**src/rtl/tx_pkg.sv**
```systemverilog
// tx_pkg: state encoding, legal parameter ranges and frame sizing helpers
// shared by the UART TX frame engine.
// Build option: define TX_PARITY_EN to insert one parity bit after the data.
package tx_pkg;

  // Frame phases in transmit order
  typedef enum logic [2:0] {
    ST_IDLE   = 3'd0,
    ST_START  = 3'd1,
    ST_DATA   = 3'd2,
    ST_PARITY = 3'd3,
    ST_STOP   = 3'd4
  } tx_state_e;

  localparam int DATA_WIDTH_MIN = 5;
  localparam int DATA_WIDTH_MAX = 9;
  localparam int STOP_BITS_MIN  = 1;
  localparam int STOP_BITS_MAX  = 2;

`ifdef TX_PARITY_EN
  localparam int TX_PARITY_BITS = 1;
`else
  localparam int TX_PARITY_BITS = 0;
`endif

  // Number of bit periods in one frame: start + data + parity + stop
  function automatic int tx_frame_len(input int data_width, input int stop_bits);
    return 1 + data_width + TX_PARITY_BITS + stop_bits;
  endfunction

  // Width of an index able to address every bit of the frame
  function automatic int tx_cnt_width(input int frame_len);
    return $clog2(frame_len);
  endfunction

endpackage

```
**src/rtl/tx_bit_counter.sv**
```systemverilog
// tx_bit_counter: baud-tick enabled index of the frame bit currently on the
// line. Saturates at MAX_VAL, synchronous clear from the FSM, async clear.
module tx_bit_counter #(
  parameter int MAX_VAL = 9,
  parameter int CNT_W   = 4
) (
  input  logic             clk_i,
  input  logic             rst_ni,
  input  logic             inc_i,
  input  logic             clr_i,
  output logic [CNT_W-1:0] cnt_o
);

  localparam logic [CNT_W-1:0] MAX_CNT = CNT_W'(MAX_VAL);

  logic [CNT_W-1:0] cnt_q;
  logic [CNT_W-1:0] cnt_d;

  // Next index: clear wins, then increment unless already at the last bit
  always_comb begin
    cnt_d = cnt_q;
    if (clr_i) begin
      cnt_d = {CNT_W{1'b0}};
    end else if (inc_i && (cnt_q < MAX_CNT)) begin
      cnt_d = cnt_q + CNT_W'(1);
    end else begin
      cnt_d = cnt_q;
    end
  end

  // Index register
  always_ff @(posedge clk_i or negedge rst_ni) begin
    if (!rst_ni) begin
      cnt_q <= {CNT_W{1'b0}};
    end else begin
      cnt_q <= cnt_d;
    end
  end

  assign cnt_o = cnt_q;

endmodule

```
**src/rtl/tx_frame_sequencer.sv**
```systemverilog
// tx_frame_sequencer: UART TX frame engine. Accepts a word while idle and
// serialises it LSB-first as start + data + [parity] + stop bits, one bit
// per baud_tick. All outputs come straight from flops.
// Build option: TX_PARITY_EN adds the parity_odd port and a parity bit.
module tx_frame_sequencer
  import tx_pkg::*;
#(
  parameter int  DATA_WIDTH = 8,
  parameter int  STOP_BITS  = 1,
  localparam int FRAME_LEN  = tx_frame_len(DATA_WIDTH, STOP_BITS),
  localparam int CNT_W      = tx_cnt_width(FRAME_LEN)
) (
  input  logic                  tx_clk,
  input  logic                  tx_arst_n,
  input  logic                  baud_tick,
  input  logic                  tx_start,
  input  logic [DATA_WIDTH-1:0] tx_data,
`ifdef TX_PARITY_EN
  input  logic                  parity_odd,
`endif
  output logic                  baud_sync,
  output logic                  tx_busy,
  output logic                  tx_done,
  output logic [CNT_W-1:0]      bit_select,
  output logic                  tx_serial
);

  localparam logic [CNT_W-1:0] LAST_DATA_IDX = CNT_W'(DATA_WIDTH);
  localparam logic [CNT_W-1:0] LAST_IDX      = CNT_W'(FRAME_LEN - 1);

  tx_state_e             state_q,  state_d;
  logic [DATA_WIDTH-1:0] shift_q,  shift_d;
  logic                  serial_q, serial_d;
  logic                  busy_q,   busy_d;
  logic                  done_q,   done_d;
  logic                  sync_q,   sync_d;
  logic                  cnt_inc_s;
  logic                  cnt_clr_s;
  logic [CNT_W-1:0]      cnt_s;

`ifdef TX_PARITY_EN
  logic par_q, par_d;

  // Parity bit for a word: even parity by default, inverted for odd
  function automatic logic calc_parity(input logic [DATA_WIDTH-1:0] data,
                                       input logic                  odd);
    return (^data) ^ odd;
  endfunction
`endif

  tx_bit_counter #(
    .MAX_VAL (FRAME_LEN - 1),
    .CNT_W   (CNT_W)
  ) u_bit_counter (
    .clk_i  (tx_clk),
    .rst_ni (tx_arst_n),
    .inc_i  (cnt_inc_s),
    .clr_i  (cnt_clr_s),
    .cnt_o  (cnt_s)
  );

  // Frame FSM: next state, shifter, line level and handshake pulses
  always_comb begin
    state_d   = state_q;
    shift_d   = shift_q;
    serial_d  = serial_q;
    busy_d    = busy_q;
    done_d    = 1'b0;
    sync_d    = 1'b0;
    cnt_inc_s = 1'b0;
    cnt_clr_s = 1'b0;
`ifdef TX_PARITY_EN
    par_d     = par_q;
`endif
    case (state_q)
      ST_IDLE: begin
        serial_d  = 1'b1;
        busy_d    = 1'b0;
        cnt_clr_s = 1'b1;
        // The tx_done cycle still counts as busy for new requests
        if (tx_start && !done_q) begin
          shift_d  = tx_data;
`ifdef TX_PARITY_EN
          par_d    = calc_parity(tx_data, parity_odd);
`endif
          state_d  = ST_START;
          busy_d   = 1'b1;
          serial_d = 1'b0;
          sync_d   = 1'b1;
        end else begin
          state_d  = ST_IDLE;
        end
      end
      ST_START: begin
        if (baud_tick) begin
          state_d   = ST_DATA;
          serial_d  = shift_q[0];
          shift_d   = {1'b0, shift_q[DATA_WIDTH-1:1]};
          cnt_inc_s = 1'b1;
        end else begin
          state_d   = ST_START;
        end
      end
      ST_DATA: begin
        if (baud_tick) begin
          cnt_inc_s = 1'b1;
          if (cnt_s == LAST_DATA_IDX) begin
`ifdef TX_PARITY_EN
            state_d  = ST_PARITY;
            serial_d = par_q;
`else
            state_d  = ST_STOP;
            serial_d = 1'b1;
`endif
          end else begin
            serial_d = shift_q[0];
            shift_d  = {1'b0, shift_q[DATA_WIDTH-1:1]};
          end
        end else begin
          state_d = ST_DATA;
        end
      end
      ST_PARITY: begin
        if (baud_tick) begin
          state_d   = ST_STOP;
          serial_d  = 1'b1;
          cnt_inc_s = 1'b1;
        end else begin
          state_d   = ST_PARITY;
        end
      end
      ST_STOP: begin
        serial_d = 1'b1;
        if (baud_tick) begin
          if (cnt_s == LAST_IDX) begin
            state_d   = ST_IDLE;
            busy_d    = 1'b0;
            done_d    = 1'b1;
            cnt_clr_s = 1'b1;
          end else begin
            cnt_inc_s = 1'b1;
          end
        end else begin
          state_d = ST_STOP;
        end
      end
      default: begin
        state_d   = ST_IDLE;
        serial_d  = 1'b1;
        busy_d    = 1'b0;
        cnt_clr_s = 1'b1;
      end
    endcase
  end

  // State, shifter and registered outputs; reset aborts any frame in flight
  always_ff @(posedge tx_clk or negedge tx_arst_n) begin
    if (!tx_arst_n) begin
      state_q  <= ST_IDLE;
      shift_q  <= {DATA_WIDTH{1'b0}};
      serial_q <= 1'b1;
      busy_q   <= 1'b0;
      done_q   <= 1'b0;
      sync_q   <= 1'b0;
    end else begin
      state_q  <= state_d;
      shift_q  <= shift_d;
      serial_q <= serial_d;
      busy_q   <= busy_d;
      done_q   <= done_d;
      sync_q   <= sync_d;
    end
  end

`ifdef TX_PARITY_EN
  // Parity bit captured with the word at acceptance
  always_ff @(posedge tx_clk or negedge tx_arst_n) begin
    if (!tx_arst_n) begin
      par_q <= 1'b0;
    end else begin
      par_q <= par_d;
    end
  end
`endif

  assign tx_serial  = serial_q;
  assign tx_busy    = busy_q;
  assign tx_done    = done_q;
  assign baud_sync  = sync_q;
  assign bit_select = cnt_s;

endmodule

```
**config.mk**
```make
export PLATFORM = sky130hd
export DESIGN_NAME = tx_frame_sequencer
export DESIGN_NICKNAME = d
export VERILOG_FILES = /design/src/rtl/tx_pkg.sv /design/src/rtl/tx_bit_counter.sv /design/src/rtl/tx_frame_sequencer.sv
export SDC_FILE = /design/constraint.sdc
export NUM_CORES = 1
export LEC_CHECK = 0
export ABC_AREA = 1
export CAP_MARGIN = 20
export CORE_ASPECT_RATIO = 0.9
export CORE_MARGIN = 8
export CORE_UTILIZATION = 50
export CTS_BUF_LIST = sky130_fd_sc_hd__clkbuf_2
export DETAILED_ROUTE_END_ITERATION = 8
export HOLD_SLACK_MARGIN = 0.08
export PLACE_DENSITY = 0.76
export RECOVER_POWER = 25
export SYNTH_ARGS = -nofsm -noshare
export SYNTH_HDL_FRONTEND = slang
export SYNTH_HIERARCHICAL = 1
export SYNTH_SLANG_ARGS = --single-unit
```
**constraint.sdc**
```tcl
create_clock -name tx_clk -period 2 [get_ports tx_clk]
set_input_delay 0.5 -clock tx_clk [delete_from_list [all_inputs] [get_ports tx_clk]]
set_output_delay 0.5 -clock tx_clk [all_outputs]
set_load 0.03 [all_outputs]
```
# == Word-level counts from Yosys, hierarchy flattened ==
# Index checks and enable logic that the tools add are counted.
# op_classes
bitwise_logic,1
n_eq_ne,15
muxes,34
add_sub_neg,1
reduce_logical,11
n_lt_le_gt_ge,1
# op_table
operator,count
2-to-1 mux 8 bit,4
case mux 8 bit (3 select lines),1
2-to-1 mux 1 bit,16
2-to-1 mux 3 bit,5
case mux 3 bit (5 select lines),1
"inequality test 2 bit, second input constant",7
"== test 4 bit, second input constant",2
2-to-1 mux 4 bit,2
"== test 3 x 2 -> 1 bit, second input constant",2
"inequality test 3 bit, second input constant",2
AND reduction 3 bit,2
AND reduction 5 bit,1
"adder 4 x 1 -> 4 bit, second input constant",1
"less-than comparator 4 bit, second input constant",1
case mux 1 bit (2 select lines),2
case mux 1 bit (4 select lines),1
"== test 3 x 1 -> 1 bit, second input constant",1
"== test 3 bit, second input constant",1
zero test 3 bit,1
case mux 1 bit (3 select lines),1
nonzero test 3 bit,1
OR reduction 3 bit,1
logical AND 1 bit,2
2-to-1 mux 2 bit,1
4 further kinds,4
# totals
ff_bits,19
wordCells,70
inputBits,12

# == Longest topological paths before layout ==
# Gate-level depths: netlist of run 1.
# logic_depth
depth_word,7
depth_mapped,10
mapped_depth_nobuf,9

# == Modules after synthesis ==
# Netlist of run 1, hierarchy kept.
# by_module_without_submodules
mod,instances,area_per_inst_um2,seq_area_each_um2,cells_per_inst
tx_frame_sequencer,1,940.9,376.6,133
tx_bit_counter,1,242.7,100.1,30

# == Worst setup path after synthesis of run 1 ==
# No wires, ideal clock.
# synth_path
path_kind,register -> register
from,register state_q[1]
to,"register u_bit_counter.cnt_q[0], in the netlist u_bit_counter/cnt_o[0]"
n_path_buf,1
setup_ns,0.066
t_required_ns,1.934
synth_period_minus_slack_ns,1.465
t_arrival_ns,1.399
slack_ns,0.535
stages_incl_launch_ff,11
cell_sequence,dfrtp_1 inv_2 nand2_1 buf_4 nor2_4 nand3_1 o21ai_1 inv_1 a21oi_2 nand3_1 nand2_1
# synth_between
elab_chain_len,5
word_cells_on_any_way,10
classes_between,eq/ne (4); mux (3); reduce/logical (3)
# synth_lines
item,line,rtl
start: declaration,tx_frame_sequencer.sv:31,"tx_state_e state_q, state_d;"
start signal: assignment,tx_frame_sequencer.sv:166,state_q <= state_d;
== test 3 x 2 -> 1 bit or == test 3 x 1 -> 1 bit (tied branches),tx_frame_sequencer.sv:75,case (state_q)
OR reduction 3 bit (no source line),n/a,
case mux 1 bit (2 select lines) *,tx_frame_sequencer.sv:75,
via cnt_inc_s,tx_frame_sequencer.sv:37,logic cnt_inc_s;
logical AND 1 bit *,tx_bit_counter.sv:24,end else if (inc_i && (cnt_q < MAX_CNT)) begin
nonzero test 2 bit (no source line) *,n/a,
end signal: assignment,tx_bit_counter.sv:34,cnt_q <= {CNT_W{1'b0}};
end signal: assignment,tx_bit_counter.sv:36,cnt_q <= cnt_d;
end: declaration,tx_bit_counter.sv:16,logic [CNT_W-1:0] cnt_q;
# Mark *: on every way through the listed nets, which the timed path passes. The rest lies on a longest branch.
# A chain may end at the register's enable or synchronous reset.

# == Worst setup path in the final report of run 1 ==
# layout_path
from,"register busy_q, in the netlist tx_busy"
to,output port tx_busy
# layout_rtl
item,line,rtl
start: declaration,tx_frame_sequencer.sv:34,"logic busy_q, busy_d;"
start signal: assignment,tx_frame_sequencer.sv:169,busy_q <= busy_d;
end: declaration,tx_frame_sequencer.sv:22,"output logic tx_busy,"
# No word-level cell between the ends.

==> summary by stage, run 1 <==
Timing
Setup total negative slack on the finished layout was measured at 0 ns. The share of the clock period used by the worst path after layout is 93.25%. Static timing analysis puts the maximum clock frequency at 536.2 MHz. The max-slew violation count is 0. The worst clock skew on the final layout is 0.01104 ns. In this run the tightest slew margin relative to its limit is 55.94%.

The slew at the pin closest to its max-slew limit is 0.6610 ns. The final count of hold timing violations is 0. Setup repair after global routing left no endpoint under its margin. The smallest clock period supported by the final layout is computed as 1.865 ns. The number of endpoints failing setup at the final stage is 0.

Setup path
The master of the slowest instance on the critical path is clkdlybuf4s50_1. Data on the critical path is required at its endpoint by 1.50 ns. The element type at the critical path end is an output pin. The worst register-to-register path has a depth of 9. In this run the critical register-to-register path is launched from state_q[1]. The flop-to-flop setup slack is 0.32 ns.

STA classifies the critical path startpoint as a flop. The critical path is of the flop to output pin type. Together, buffers and inverters on the worst path number 1. The endpoint identified for the worst register-to-register timing path is u_bit_counter/cnt_o[2].

Grouping stages by cell kind, the critical path spends the most delay in buffers and inverters. The highest net fanout along the worst path is 2. The critical path goes through clkdlybuf4s50_1. The arrival time at the worst endpoint is around 1.4 ns. The largest single stage delay on the critical path is 0.67 ns.

Yosys
When the netlist entered floorplanning its net count stood at 177. The mean area per synthesized cell is about 7.3 µm². The count of flip-flops with a built-in enable after synthesis is 0.

The top flip-flop cell by instance count after synthesis is dfrtp_1. The synthesized netlist occupies a cell area of 1184 µm². Counting flops and latches in the post-synthesis netlist gives 19.

The number of warnings issued by yosys is 6. In the synthesized netlist the async set-or-reset flop fraction comes to 100.0%. The cell count after synthesis came out at 163. Sequential elements use between 40% and 50% of the synthesized area.

The count of distinct cell types in the synthesized netlist is 24.

Final layout
The net count of the finished layout is 202. Measured on the finished design, the core utilization comes to 64.55%. Compared with the post-synthesis result, the final layout area differs by 20.08%. The fill cell total of the finished layout is between 200 and 250. The post-route netlist has 13.37% of its cells at a drive strength greater than 1. After the flow finishes, the layout carries non-filler instances totaling between 200 and 250.

The count of antenna diodes in the layout is 0.

Clock network
The clock sink count is 19. The maximum level of the CTS H-tree is 1. TritonCTS built the clock tree. After clock tree synthesis, the repair step resized 5 gates. The tree is rooted in a clkbuf_2.

Counting the buffers created by CTS gives 3. After clock tree synthesis, the flow added hold-fix buffers numbering 0. The clock latency on the worst-skew pair is 0.31 ns.

The clock passes through at most 2 buffers. Buffers added to address setup during post-CTS repair amount to 0. The CTS clock-pin slew for the worst setup and hold paths is 0.18 ns.

Placed design
Routability-driven placement finished with a final weighted congestion of 0.8985. The count of buffers inserted at the top-level ports is 19. Once placement completed, the tool counted placed cells totaling 210. The HPWL reported at the end of detailed placement is between 2000 and 2500 µm.

GRT
The first global-routing pass estimated 4761 µm of wire. The overflow left after global routing is 0. The number of antenna violations at the first check in global routing is 0. For this run, the total global-route usage over all layers was measured as between 10% and 20%. Entering global routing, the biggest net connects 16 pins. The number of global-route vias before repair is between 1000 and 1500.

Drt
The mean routed wirelength per cell is 12.09 µm. The number of routed nets with antenna violations is 0. The count of TritonRoute iterations in the first routing pass is 4. The number of vias after detailed routing is 1116. For this run, design rule violations remaining after detail routing come to 0. The DRC violation total after the first TritonRoute iteration is 85.

For this block, the routed nets add up to 2588 µm of wire. The via density per instance is around 5.2.

Floorplan
The starting density of the core is 53.75%. Row generation in the floorplan step produced 16 rows. The die is 67.29 µm wide. The area enclosed by the die boundary is 4182 µm². The floorplan die height is 62.16 µm.

The I/O pin count is 20. The region available for standard cell placement spans 2202 µm².

Min path
The class of the most critical hold timing path is primary input to asynchronous set/reset pin.

Pwr
The static power due to leakage is around 0.77 nW. The worst-case IR drop observed on VDD is about 0.9 mV. The total power density per cell area is 1431 nW/µm².

Run status
The run finished with clean final reports.

Flow run
Max-cap violations in this run came to 0.
[through the flow]
stage | setup WS, ns | hold WS, ns | area [µm²] | total power, W
floorplan | 0.5347 | 0.2044 | 1184 | 0.001584
global placement | 0.1726 | 0.4546 | 1424 | 0.001857
finish | 0.1350 | 0.4870 | 1421 | 0.002033
detailed placement | 0.1547 | 0.4649 | 1424 | 0.001896
CTS | 0.1156 | 0.4453 | 1438 | 0.002048
global route | 0.04297 | 0.4676 | 1421 | 0.002258
[synthesized netlist by cell type, types with 2 or more instances]
| cell | instances | area, µm² |
|---|---|---|
| a21oi_1 | 2 | 10.01 |
| dfrtp_1 | 18 | 450.4 |
| ha_1 | 2 | 25.02 |
| inv_1 | 15 | 56.30 |
| inv_2 | 4 | 15.01 |
| nand2_1 | 55 | 206.5 |
| nand2_2 | 6 | 37.54 |
| nand3_1 | 23 | 115.1 |
| nand3_2 | 2 | 20.02 |
| nand4_1 | 9 | 56.30 |
| nor2_1 | 12 | 45.04 |
| nor2_4 | 3 | 33.78 |
[power breakdown]
part | switching (W) | internal, W
clock | 0.000114 | 0.0000530
sequential | 0.000122 | 0.000541
combinational | 0.000783 | 0.000420
total | 0.00102 | 0.00101
[area by class of cell]
cell class / instances / area, µm² / area share (%)
Clock buffer: 4 / 20.02 / 1.408
Inverter: 20 / 75.07 / 5.282
Multi-Input combinational cell: 121 / 605.6 / 42.61
Sequential cell: 19 / 476.7 / 33.54
Tap cell: 27 / 33.78 / 2.377
Timing Repair Buffer: 23 / 210.2 / 14.79
[worst max-delay path by stage]
stage / startpoint / to / slack [ns] / depth (start not counted)
after global routing: tx_busy / tx_busy / 0.04 / 1
after global placement: baud_tick / u_bit_counter/cnt_o[2] / 0.17 / 7
after detailed placement: baud_tick / u_bit_counter/cnt_o[2] / 0.15 / 7
final: tx_busy / tx_busy / 0.13 / 1
after CTS: tx_busy / tx_busy / 0.12 / 1
after floorplan: state_q[1] / u_bit_counter/cnt_o[0] / 0.53 / 10
[state kept, by name, indices dropped and copies added, names as in the netlist]
register,flops
baud_sync,1
shift_q,8
state_q,3
tx_busy,1
tx_done,1
tx_serial,1
u_bit_counter/cnt_o,4
[worst register-to-register path, cell delays in order, from the launching register on]
cell	delay (ns)
dfrtp_1	0.49
inv_2	0.11
nand2_1	0.20
nor2_4	0.19
nand3_1	0.11
o21ai_1	0.17
inv_1	0.09
a21oi_2	0.15
nand3_1	0.09
nand2_1	0.06
[metal layers]
| metal | wire length (µm) | track usage (%) | up-vias | part of all wire (%) |
|---|---|---|---|---|
| met2 | 1302 | 23.06 | 18 | 50 |
| met3 | 86 | 4.122 | 4 | 3.3 |
| met4 | 37 | 3.916 | 0 | 1.4 |
| met5 | 0 | 0 | - | 0 |
| met1 | 1162 | 16.77 | 519 | 45 |
| li1 | - | - | 575 | - |
[cell usage in the layout, fill, tap and decap left out, drive strengths merged, types with 5 or more instances in the layout]
master / Yosys / routed
nor2: 15 / 15
inv: 19 / 19
dlygate4sd2: 0 / 5
clkdlybuf4s50: 0 / 13
nand3: 25 / 25
clkbuf: 1 / 5
dfrtp: 18 / 18
nand4: 9 / 9
nand2: 62 / 62
[cells by family (layout without fill, tap and decap cells)]
| logic type | count (synthesis) | after routing | share of synthesized area, % |
|---|---|---|---|
| flip-flops | 19 | 19 | 40.28 |
| AO/OA/AOI/OAI | 6 | 6 | 3.383 |
| XOR/XNOR | 1 | 1 | 0.7401 |
| AND/OR/NAND/NOR | 112 | 112 | 44.93 |
| adder cells (fa/ha/maj) | 2 | 2 | 2.114 |
| buffers and inverters | 23 | 47 | 8.561 |
Power figures use the tool's default switching activity.
==> inputs of run 2 (changes only) <==
--- a/config.mk
+++ b/config.mk
@@ -10,11 +10,11 @@
 export CORE_ASPECT_RATIO = 0.9
 export CORE_MARGIN = 8
 export CORE_UTILIZATION = 50
-export CTS_BUF_LIST = sky130_fd_sc_hd__clkbuf_2
+export CTS_BUF_LIST = sky130_fd_sc_hd__clkbuf_4 sky130_fd_sc_hd__clkbuf_8
 export DETAILED_ROUTE_END_ITERATION = 8
 export HOLD_SLACK_MARGIN = 0.08
-export PLACE_DENSITY = 0.76
-export RECOVER_POWER = 25
+export PLACE_DENSITY = 0.77
+export RECOVER_POWER = 100
 export SYNTH_ARGS = -nofsm -noshare
 export SYNTH_HDL_FRONTEND = slang
 export SYNTH_HIERARCHICAL = 1
==> summary by stage, run 2 (synthesis gave the netlist of run 1 again) <==
Final layout
The count of antenna diodes in the layout is 0 (unchanged). The flip-flop count of the largest register after layout is 8 (unchanged). The signed area change from the synthesized netlist to the final layout is 17.44% (was 20.08%). The fill cell total of the finished layout was 210 (was 204). Highest-count cells in the layout ignoring fill and taps: nand2_1, nand3_1, dfrtp_1 (unchanged). The register with the most flip-flops is shift_q (unchanged). The number of nets in the layout is 202 (unchanged). The commonest non-fill, non-tap cell in the layout is nand2_1 (unchanged). The final design utilization was 63.13% (was 64.55%). The share of cells above drive strength 1 is 11.23% (was 13.37%).

Timing
The slew at the pin closest to its max-slew limit is 0.7270 ns (was 0.6610 ns). The time the final worst path needs with I/O delays and setup is 1.866 ns (was 1.865 ns). The number of endpoints failing setup at the final stage is 0 (unchanged). The worst clock skew on the final layout was 0.008390 ns (was 0.01104 ns). The final count of hold timing violations came to 0 (unchanged).

The post-route setup TNS came to 0 ns (unchanged). The max-slew violation count is 0 (unchanged). The remaining max-slew budget at the tightest pin is 51.53% (was 55.94%). The share of the clock period used by the worst path after layout is 93.29% (was 93.25%). The fmax is 536.0 MHz (was 536.2 MHz).

Unrepaired setup endpoints after global routing: no (unchanged).

Drt
The count of TritonRoute iterations in the first routing pass is 4 (unchanged). The total wire length after detailed routing is 2582 µm (was 2588 µm). The number of vias after detailed routing is 1140 (was 1116). The number of routed nets with antenna violations was 0 (unchanged).

The via density per instance is 5.327 (was 5.215). The mean routed wirelength per cell is 12.07 µm (was 12.09 µm). The number of remaining DRC errors came to 0 (unchanged). The DRC violation total after the first TritonRoute iteration came to 54 (was 85).

Setup path
The stage delay of the slowest cell on the critical path is 0.74 ns (was 0.67 ns). The element type at the critical path end is an output pin (unchanged). The required arrival time at the worst endpoint was 1.50 ns (about the same). Critical-path cell list: dlygate4sd3_1 (was clkdlybuf4s50_1).

The number of cells on the worst reg-to-reg path is 8 (was 9). The cell type group with the largest total delay on the critical path is buffers and inverters (unchanged). The highest net fanout along the worst path is 1 (was 2). The flop-to-flop setup slack is 0.27 ns (was 0.32 ns). The startpoint type of the worst setup path is a flop (unchanged). The number of buffers and inverters on the critical path was 1 (unchanged).

The critical register-to-register path startpoint is state_q[2] (was state_q[1]). The arrival time at the worst endpoint is 1.37 ns (about the same). The endpoint of the lowest-slack register-to-register path is u_bit_counter/cnt_o[1] (was u_bit_counter/cnt_o[2]). The critical path class is flop to output pin (unchanged). The master of the slowest instance on the critical path is dlygate4sd3_1 (was clkdlybuf4s50_1).

Floorplan
The horizontal die dimension was 67.29 µm (unchanged). The starting density of the core came to 53.75% (unchanged). The I/O pin count is 20 (unchanged).

The number of standard-cell rows in the floorplan is 16 (unchanged). The area enclosed by the die boundary came to 4182 µm² (unchanged). The core outline area was 2202 µm² (unchanged). The floorplan die height came to 62.16 µm (unchanged).

Clock network
The clock sink count was 19 (unchanged). The CTS clock-pin slew for the worst setup and hold paths is 0.11 ns (was 0.18 ns). The clock latency on the worst-skew pair is 0.30 ns (was 0.31 ns).

The root buffer selected by CTS is clkbuf_4 (was clkbuf_2). The buffers inserted during post-CTS setup optimization is 0 (unchanged). The number of CTS-inserted buffers is 3 (unchanged). The maximum buffer depth of the clock tree is 2 (unchanged).

The maximum level of the CTS H-tree is 1 (unchanged). The CTS tree is built (unchanged).

GRT
The number of global-route vias before repair was 1055 (was 1128). The overflow left after global routing came to 0 (unchanged). The maximum number of pins on one net before global-route repair is 16 (unchanged). The total global routing track utilization was 13.05% (was 13.94%). The number of antenna violations at the first check in global routing is 0 (unchanged). The wire length of the first global-routing pass is 4464 µm (was 4761 µm).

Placed design
The HPWL reported at the end of detailed placement is 1959 µm (was 2067 µm). The count of buffers inserted at the top-level ports is 19 (unchanged). The routability-driven placement congestion ratio came to 0.8711 (was 0.8985).

Min path
The class of the most critical hold timing path is primary input to asynchronous set/reset pin (unchanged).

Run status
Outcome: finished, final reports clean (unchanged).

Pwr
The total power density per cell area came to 1463 nW/µm² (was 1431 nW/µm²). The static power due to leakage was 0.7355 nW (was 0.7657 nW). The peak supply drop came to 0.9874 mV (was 0.9204 mV).

Flow run
The number of max-cap violations is 0 (unchanged).
run 2: worst max-delay path by stage:
stage	depth (start not counted)	endpoint	startpoint	slack, ns
floorplan	10	u_bit_counter/cnt_o[0]	state_q[1]	0.53
global placement	7	u_bit_counter/cnt_o[0]	baud_tick	0.16
detailed placement	7	u_bit_counter/cnt_o[1]	baud_tick	0.11
CTS	1	bit_select[1]	u_bit_counter/cnt_o[1]	0.006
global route	7	u_bit_counter/cnt_o[1]	baud_tick	0.06
finish	1	baud_sync	baud_sync	0.13
run 2: layout make-up:
cell class              instances  area [µm²]  share of cell area (%)
clock buffers                   4       30.03                   2.160
inverters                      20       75.07                   5.401
multi-input cells             121       588.1                   42.30
well taps                      27       33.78                   2.430
flip-flops and latches         19       476.7                   34.29
repair buffers                 23       186.4                   13.41
run 2: metal layers:
layer	global-route usage [%]	vias up	part of all wire (%)
met1	15.21	522	41
met2	21.86	40	50
met3	5.197	2	8.3
met5	0	-	0
met4	2.350	0	0.54
li1	-	576	-
run 2: repair_timing:
item                       4_1_cts  5_1_grt
resized for setup                1        4
gates cloned                     0        0
setup endpoints to repair        1        4
hold buffers                     0        0
run 2: through the flow:
stage / total power [W] / cells / hold slack (ns) / setup slack (ns) / cell area [µm²]
after global placement: 0.001846 / 210 / 0.4563 / 0.1589 / 1411
after floorplan: 0.001584 / 163 / 0.2044 / 0.5347 / 1184
final: 0.002033 / 214 / 0.4853 / 0.1342 / 1390
after global routing: 0.002211 / 214 / 0.5010 / 0.06457 / 1390
after detailed placement: 0.001885 / 210 / 0.4584 / 0.1124 / 1411
after CTS: 0.002095 / 214 / 0.4352 / 0.006040 / 1440
run 2: report_power, final:
group          switching [W]  leakage, nW  internal [W]
Combinational       0.000763        0.473      0.000398
Clock               0.000117       0.0184     0.0000912
Sequential          0.000121        0.245      0.000542
